[src/rtl/iaoq_sequencer_pkg.sv]
// Shared definitions for the IAOQ sequencer: state encoding, default reset
// vector, instruction size and the word-alignment helper.
package iaoq_sequencer_pkg;

   typedef enum logic [1:0] {
      ST_BOOT = 2'b00,
      ST_RUN  = 2'b01,
      ST_PEND = 2'b10
   } state_e;

   localparam int unsigned IAOQ_INSTR_BYTES  = 4;
   localparam logic [31:0] IAOQ_RESET_VECTOR = 32'h0000_0000;
   localparam logic [31:0] ADDR_ALIGN_MASK   = 32'hFFFF_FFFC;

   function automatic logic [31:0] align_addr(input logic [31:0] addr);
      return addr & ADDR_ALIGN_MASK;
   endfunction

endpackage

[src/rtl/iaoq_redirect_buf.sv]
// Single-entry buffer for a taken branch that resolved while the queue was
// stalled; holds the target and the delay-slot nullify flag until applied.
module iaoq_redirect_buf (
   input  logic        clk,
   input  logic        reset,
   input  logic        load_i,
   input  logic        clear_i,
   input  logic [31:0] target_i,
   input  logic        nullify_i,
   output logic        pend_valid_o,
   output logic [31:0] pend_target_o,
   output logic        pend_nullify_o
);

   logic        valid_q;
   logic [31:0] target_q;
   logic        nullify_q;

   // NOTE: sequential state uses non-blocking assignments only, so every
   // flop samples the pre-edge values regardless of statement order.
   always_ff @(posedge clk or posedge reset) begin
      if (reset) begin
         valid_q   <= 1'b0;
         target_q  <= '0;
         nullify_q <= 1'b0;
      end else if (clear_i) begin
         valid_q <= 1'b0;
      end else if (load_i) begin
         valid_q   <= 1'b1;
         target_q  <= target_i;
         nullify_q <= nullify_i;
      end
   end

   assign pend_valid_o   = valid_q;
   assign pend_target_o  = target_q;
   assign pend_nullify_o = nullify_q;

endmodule

[src/rtl/iaoq_sequencer.sv]
// IAOQ front/back controller: chooses load enables and next values for the two
// PC queue registers (boot, sequential advance, delayed branch, stall, trap).
module iaoq_sequencer
   import iaoq_sequencer_pkg::*;
#(
   parameter logic [31:0] RESET_VECTOR = IAOQ_RESET_VECTOR,
   parameter int unsigned INSTR_BYTES  = IAOQ_INSTR_BYTES
) (
   input  logic        clk,
   input  logic        reset,
   input  logic        stall,
   input  logic        br_valid,
   input  logic        br_taken,
   input  logic [31:0] br_target,
   input  logic        br_nullify,
   input  logic        trap_valid,
   input  logic [31:0] trap_vector,
   input  logic [31:0] front_q,
   input  logic [31:0] back_q,
   output logic        front_le,
   output logic [31:0] front_d,
   output logic        back_le,
   output logic [31:0] back_d,
   output logic        nullify_next,
   output logic        pend_valid
);

   localparam logic [31:0] INC = 32'(INSTR_BYTES);

   state_e      state_q, state_d;
   logic        nullify_q, nullify_d;
   logic        le_c;
   logic        buf_load, buf_clear;
   logic [31:0] pend_target;
   logic        pend_nullify;
   logic        taken;

   assign taken = br_valid & br_taken;

   iaoq_redirect_buf u_redirect_buf (
      .clk            (clk),
      .reset          (reset),
      .load_i         (buf_load),
      .clear_i        (buf_clear),
      .target_i       (br_target),
      .nullify_i      (br_nullify),
      .pend_valid_o   (pend_valid),
      .pend_target_o  (pend_target),
      .pend_nullify_o (pend_nullify)
   );

   always_ff @(posedge clk or posedge reset) begin
      if (reset) begin
         state_q   <= ST_BOOT;
         nullify_q <= 1'b0;
      end else begin
         state_q   <= state_d;
         nullify_q <= nullify_d;
      end
   end

   // NOTE: every signal written here gets a default first; a path that
   // leaves one unassigned would infer a latch.
   always_comb begin
      state_d   = state_q;
      nullify_d = nullify_q;
      le_c      = 1'b0;
      front_d   = align_addr(front_q);
      back_d    = align_addr(back_q);
      buf_load  = 1'b0;
      buf_clear = 1'b0;

      case (state_q)
         ST_BOOT: begin
            le_c      = 1'b1;
            front_d   = align_addr(RESET_VECTOR);
            back_d    = align_addr(RESET_VECTOR + INC);
            nullify_d = 1'b0;
            state_d   = ST_RUN;
         end
         ST_RUN: begin
            if (trap_valid) begin
               le_c      = 1'b1;
               front_d   = align_addr(trap_vector);
               back_d    = align_addr(trap_vector + INC);
               nullify_d = 1'b0;
               buf_clear = 1'b1;
            end else if (stall) begin
               if (taken) begin
                  buf_load = 1'b1;
                  state_d  = ST_PEND;
               end
            end else begin
               le_c      = 1'b1;
               front_d   = align_addr(back_q);
               back_d    = taken ? align_addr(br_target) : align_addr(back_q + INC);
               nullify_d = taken & br_nullify;
            end
         end
         ST_PEND: begin
            // Branches seen here are ignored: the delay-slot branch is already buffered.
            if (trap_valid) begin
               le_c      = 1'b1;
               front_d   = align_addr(trap_vector);
               back_d    = align_addr(trap_vector + INC);
               nullify_d = 1'b0;
               buf_clear = 1'b1;
               state_d   = ST_RUN;
            end else if (!stall) begin
               le_c      = 1'b1;
               front_d   = align_addr(back_q);
               back_d    = align_addr(pend_target);
               nullify_d = pend_nullify;
               buf_clear = 1'b1;
               state_d   = ST_RUN;
            end
         end
         default: begin
            buf_clear = 1'b1;
            state_d   = ST_BOOT;
         end
      endcase
   end

   assign front_le     = le_c & ~reset;
   assign back_le      = le_c & ~reset;
   assign nullify_next = nullify_q;

endmodule

[config.mk]
export PLATFORM = sky130hd
export DESIGN_NAME = iaoq_sequencer
export DESIGN_NICKNAME = d
export VERILOG_FILES = /design/src/rtl/iaoq_sequencer_pkg.sv /design/src/rtl/iaoq_redirect_buf.sv /design/src/rtl/iaoq_sequencer.sv
export SDC_FILE = /design/constraint.sdc
export NUM_CORES = 1
export LEC_CHECK = 0
export BUFFER_PORTS_ARGS = -buffer_cell sky130_fd_sc_hd__buf_2
export CORE_MARGIN = 2
export CORE_UTILIZATION = 45
export CTS_CLUSTER_DIAMETER = 150
export CTS_CLUSTER_SIZE = 12
export DETAILED_ROUTE_END_ITERATION = 10
export MAX_ROUTING_LAYER = met4
export PLACE_DENSITY = 0.82
export SETUP_SLACK_MARGIN = 0.3
export SYNTH_ARGS = -nofsm -noshare
export SYNTH_HDL_FRONTEND = slang
export SYNTH_HIERARCHICAL = 1
export SYNTH_SLANG_ARGS = --single-unit
[constraint.sdc]
create_clock -name clk -period 4.1 [get_ports clk]
set_input_delay 1.23 -clock clk [delete_from_list [all_inputs] [get_ports clk]]
set_output_delay 1.23 -clock clk [all_outputs]
set_load 0.02 [all_outputs]
After elaboration in Yosys (flattened, before gate mapping)
Index checks and enable logic that the tools add are counted.
W data, S select, Z words.
Operators by class
  add/subtract/negate cells: 2
  mux-type cells: 31
  reduce and logical (&&, ||, !) cells: 7
  eq/ne operators: 7
  bitwise logic cells: 5
Operators with widths (number)
  $mux W32: 7
  $pmux W32 S3: 1
  $add A32 B3 Y32 const B: 2
  $pmux W32 S2: 1
  $mux W1: 13
  $mux W2: 5
  $ne A2 B2 Y1 const B: 3
  $ne A3 B3 Y1 const B: 2
  $pmux W1 S3: 2
  $pmux W2 S3: 1
  $reduce_and A4 Y1: 1
  $and A1 B1 Y1: 3
  $reduce_and A3 Y1: 1
  $reduce_bool A3 Y1: 1
  $eq A2 B1 Y1 const B: 1
  $eq A2 B2 Y1 const B: 1
  $logic_not A2 Y1: 1
  $not A1 Y1: 2
  $pmux W1 S2: 1
  $reduce_and A2 Y1: 1
  $reduce_bool A2 Y1: 1
  $reduce_or A2 Y1: 1
Storage, ports and cells
  flip-flop bits (word level): 37
  output and inout port bits: 68
  logic and storage cells: 57
  input port bits: 135

Longest topological paths before layout
  depth in word-level cells: 7
  mapped depth: 11
  depth with buffers taken out: 8

By module
The synthesis kept the hierarchy.
By module, submodules not included
  iaoq_sequencer: cells an instance 574, area each 3442.1 µm², times used 1, seq. area each 75.1 µm²
  iaoq_redirect_buf: cells an instance 75, area each 1431.4 µm², times used 1, seq. area each 850.8 µm²

Least setup slack after synthesis
Ideal clock, no wire load.
  path type: input-to-output
  start: input port back_q[11]
  end: output port back_d[25]
  setup slack: -0.260 ns
  cell stages on the path: 7
  buffers on the path: 1
  arrival: 3.130 ns
  data required time: 2.870 ns
  path through: buf_4 > nand4_4 > or4_4 > or3_4 > a21oi_2 > nor2_1 > a221oi_1
Between the ends
  longest elaborated chain between the ends: 5
RTL lines
  from (decl): line iaoq_sequencer.sv:19  | input logic [31:0] back_q,
  $add A32 B3 Y32: line iaoq_sequencer.sv:96  | back_d = taken ? align_addr(br_target) : align_addr(back_q + INC);
  $mux W32: line iaoq_sequencer.sv:96
  $mux W32: line iaoq_sequencer.sv:88  | end else if (stall) begin
  $mux W32: line iaoq_sequencer.sv:82  | if (trap_valid) begin
  $pmux W32 S3: line iaoq_sequencer.sv:73  | case (state_q)
  to (decl): line iaoq_sequencer.sv:23  | output logic [31:0] back_d,
No other way between the ends.

Worst setup path in the final report
  start: input port back_q[19]
  end: output port back_d[23]
The elaborated chain is that of the path after synthesis.

==> results.sh <==
export IMPL_post_place_cells=1012
export IMPL_timing_worst_slew_pin_value_ns=0.514
export IMPL_min_period_over_period=1.03
export IMPL_dieArea_um2=11500
export IMPL_leak_uw=0.00368
export IMPL_hold_viol_final=0
export IMPL_grtUsageTotal=0.404
export IMPL_r2r_start="state_q[0]"
export IMPL_worstPathMaxFanout=4
export IMPL_cts_sinks=35
export IMPL_clk_latency_ns=0.30
export IMPL_area_post_placement_um2=6560
export IMPL_cts_made_buffers=5
export IMPL_drc=0
export IMPL_synth_cells=645
export IMPL_finalClockSkew_ns=0.00841
export IMPL_status="complete, but fails checks"
export IMPL_instances_no_fill=1058
export IMPL_worst_hold_startpoint="u_redirect_buf/pend_valid_o"
export IMPL_violations_in_the_final_reports="setup timing"
export IMPL_design_area_um2=8300
export IMPL_timing_setup_critical_path_class="in2out"
export IMPL_finalWeightedCongestion=1.03
export IMPL_wl_per_cell_um=24.1
export IMPL_die_w_um=107
export IMPL_num_rows=37
export IMPL_r2r_slack_ns=1.59
export IMPL_n_fill_cell=618
export IMPL_n_antenna_cell=0
export IMPL_power_density_nw_per_um2=409
export IMPL_wirelength_mm=25.5
export IMPL_required_ns=2.87
export IMPL_dr_total_vias=7001
export IMPL_floorplan_core_area_um2=10300
export IMPL_timing_final_crit_period_ns=4.23
export IMPL_max_slew_headroom=0.657
export IMPL_critPathArrivalTime_ns=3.00
export IMPL_postSynthAreaPerCell_um2=7.43
export IMPL_fmax_mhz=236
export IMPL_ir_drop_mv=0.373
export IMPL_drive_gt1_frac=0.556
export IMPL_cts_clk_slew_worst_paths_ns=0.08
export IMPL_holdCritPathClass="reg2reg"
export IMPL_setup_violations_final=9
export IMPL_tns_ns=-0.629
export IMPL_cts_buffer_depth=2
export IMPL_die_height_um=107
export IMPL_launching_element_type_of_the_critical_path="primary input"
export IMPL_seq_area_um2=876
export IMPL_cp_end_kind="output pin"
export IMPL_detail_route_antenna_nets=0
export IMPL_place_ws_ns=-0.185
export IMPL_io_pins=203
export IMPL_timing_max_cap_violations=0
export IMPL_multi_input_area_um2=4570
export IMPL_vias_in_the_first_global_route=6471
export IMPL_port_buffer_count=190
export IMPL_detailedPlacementHpwl_mm=15.9
export IMPL_finish_net_count=1063
export IMPL_number_of_antenna_violations_at_the_first_check_in_global_routing=0
export IMPL_detail_route_iter0_violations=1235
export IMPL_setup_ws_ns=-0.133
export IMPL_initial_core_util=0.464
export IMPL_cts_root_buffer="clkbuf_8"
export IMPL_drt_first_pass_iters=6
export IMPL_synthesis_area_um2=4790
export IMPL_routed_via_density=6.62
export IMPL_crit_startpoint="back_q[19]"
export IMPL_synthesis_yosys_warnings=6
export IMPL_slew_violations=0
export IMPL_grt_overflow_total=0
export IMPL_largest_net_degree_at_the_start_of_global_routing=39
export IMPL_first_pass_grt_wire_length_mm=35.1
export IMPL_cts_tree="yes"
export IMPL_grt_setup_unrepaired="true"
export IMPL_area_growth_syn_to_layout_pct=73.1
export IMPL_ctsHtreeMaxLevel=2
## placed cells by master, fill, tap and decap left out, types with 5 or more instances in the layout
cell type  instances
buf_2            129
buf_4            107
nand2_1           78
buf_6             61
o21ai_1           39
nor2_1            36
dfrtp_1           35
o21ai_0           33
a22oi_1           31
mux2_4            30
a21oi_1           24
xor2_1            12
buf_12            12
nand3_1           11
and3_1            11
a21oi_2           10
a221oi_2          10
nand4_1           10
nand3_4           10
inv_1              8
nor3_1             8
nand2_2            8
xnor2_2            8
o21a_1             7
o21ai_2            7
nand3_2            7
clkbuf_8           7
xnor2_1            6
nor2_2             6
xor2_2             6
a32oi_1            5
nand2_4            5
nor2_4             5
or3_1              5
ha_1               5
buf_8              5
## per-stage QoR
stage | utilization | total power, uW | hold WS (ns)
final | 0.804 | 3390 | 0.513
after global routing | 0.804 | 3510 | 0.534
after CTS | 0.744 | 3170 | 0.513
after detailed placement | 0.636 | 2650 | 0.495
after global placement | 0.636 | 2620 | 0.488
after floorplan | - | 1960 | 0.473
## area by class of cell
class	count	area share
Tap cell	136	0.0205
Clock inverter	1	0.000905
Inverter	9	0.00407
Timing Repair Buffer	319	0.307
Multi-Input combinational cell	551	0.550
Sequential cell	35	0.106
Clock buffer	7	0.0116
## path summary, 6_finish.rpt
check	to	cells past startpoint
setup / recovery	back_d[23]	14
hold / removal	u_redirect_buf/pend_valid_o	2
setup reg to reg	nullify_next	7
hold reg to reg	u_redirect_buf/pend_valid_o	2
max in group asynchronous	u_redirect_buf/pend_target_o[24]	3
min in group asynchronous	state_q[1]	2
## registers in the layout, indices dropped and copies added, names as in the netlist
signal                         flops
nullify_next                       1
state_q                            2
u_redirect_buf/pend_nullify_o      1
u_redirect_buf/pend_target_o      30
u_redirect_buf/pend_valid_o        1
## metal layers
| metal | global-route usage | up-vias | routed length [um] |
|---|---|---|---|
| li1 | - | 2949 | - |
| met1 | 0.511 | 3218 | 9160 |
| met2 | 0.627 | 668 | 11300 |
| met3 | 0.0809 | 166 | 3530 |
| met4 | 0.175 | 0 | 1490 |
| met5 | - | - | 0 |
## critical path: stages
cell      delay, ns
buf_8          0.08
nand3_4        0.06
buf_4          0.13
buf_6          0.11
buf_6          0.10
buf_6          0.11
nor4_4         0.12
buf_4          0.19
buf_6          0.11
nand3_4        0.06
xnor2_2        0.18
o221ai_2       0.15
a21boi_4       0.21
buf_6          0.14
## timing repair
action / 4_1_cts / 5_1_grt
hold buffers: 0 / 0
pin swaps: 76 / 62
gates cloned: 4 / 1
gates resized for setup: 194 / 105
endpoints found under the setup margin: 29 / 60
setup buffers: 21 / 12
## power by group
group | total (uW) | leakage, uW | switching (uW) | internal, uW
clock | 303 | 0.0000505 | 149 | 153
sequential | 647 | 0.000439 | 141 | 506
combinational | 2440 | 0.00319 | 1390 | 1050
total | 3390 | 0.00368 | 1680 | 1710
Note: power is estimated with default switching activity, not from simulation.
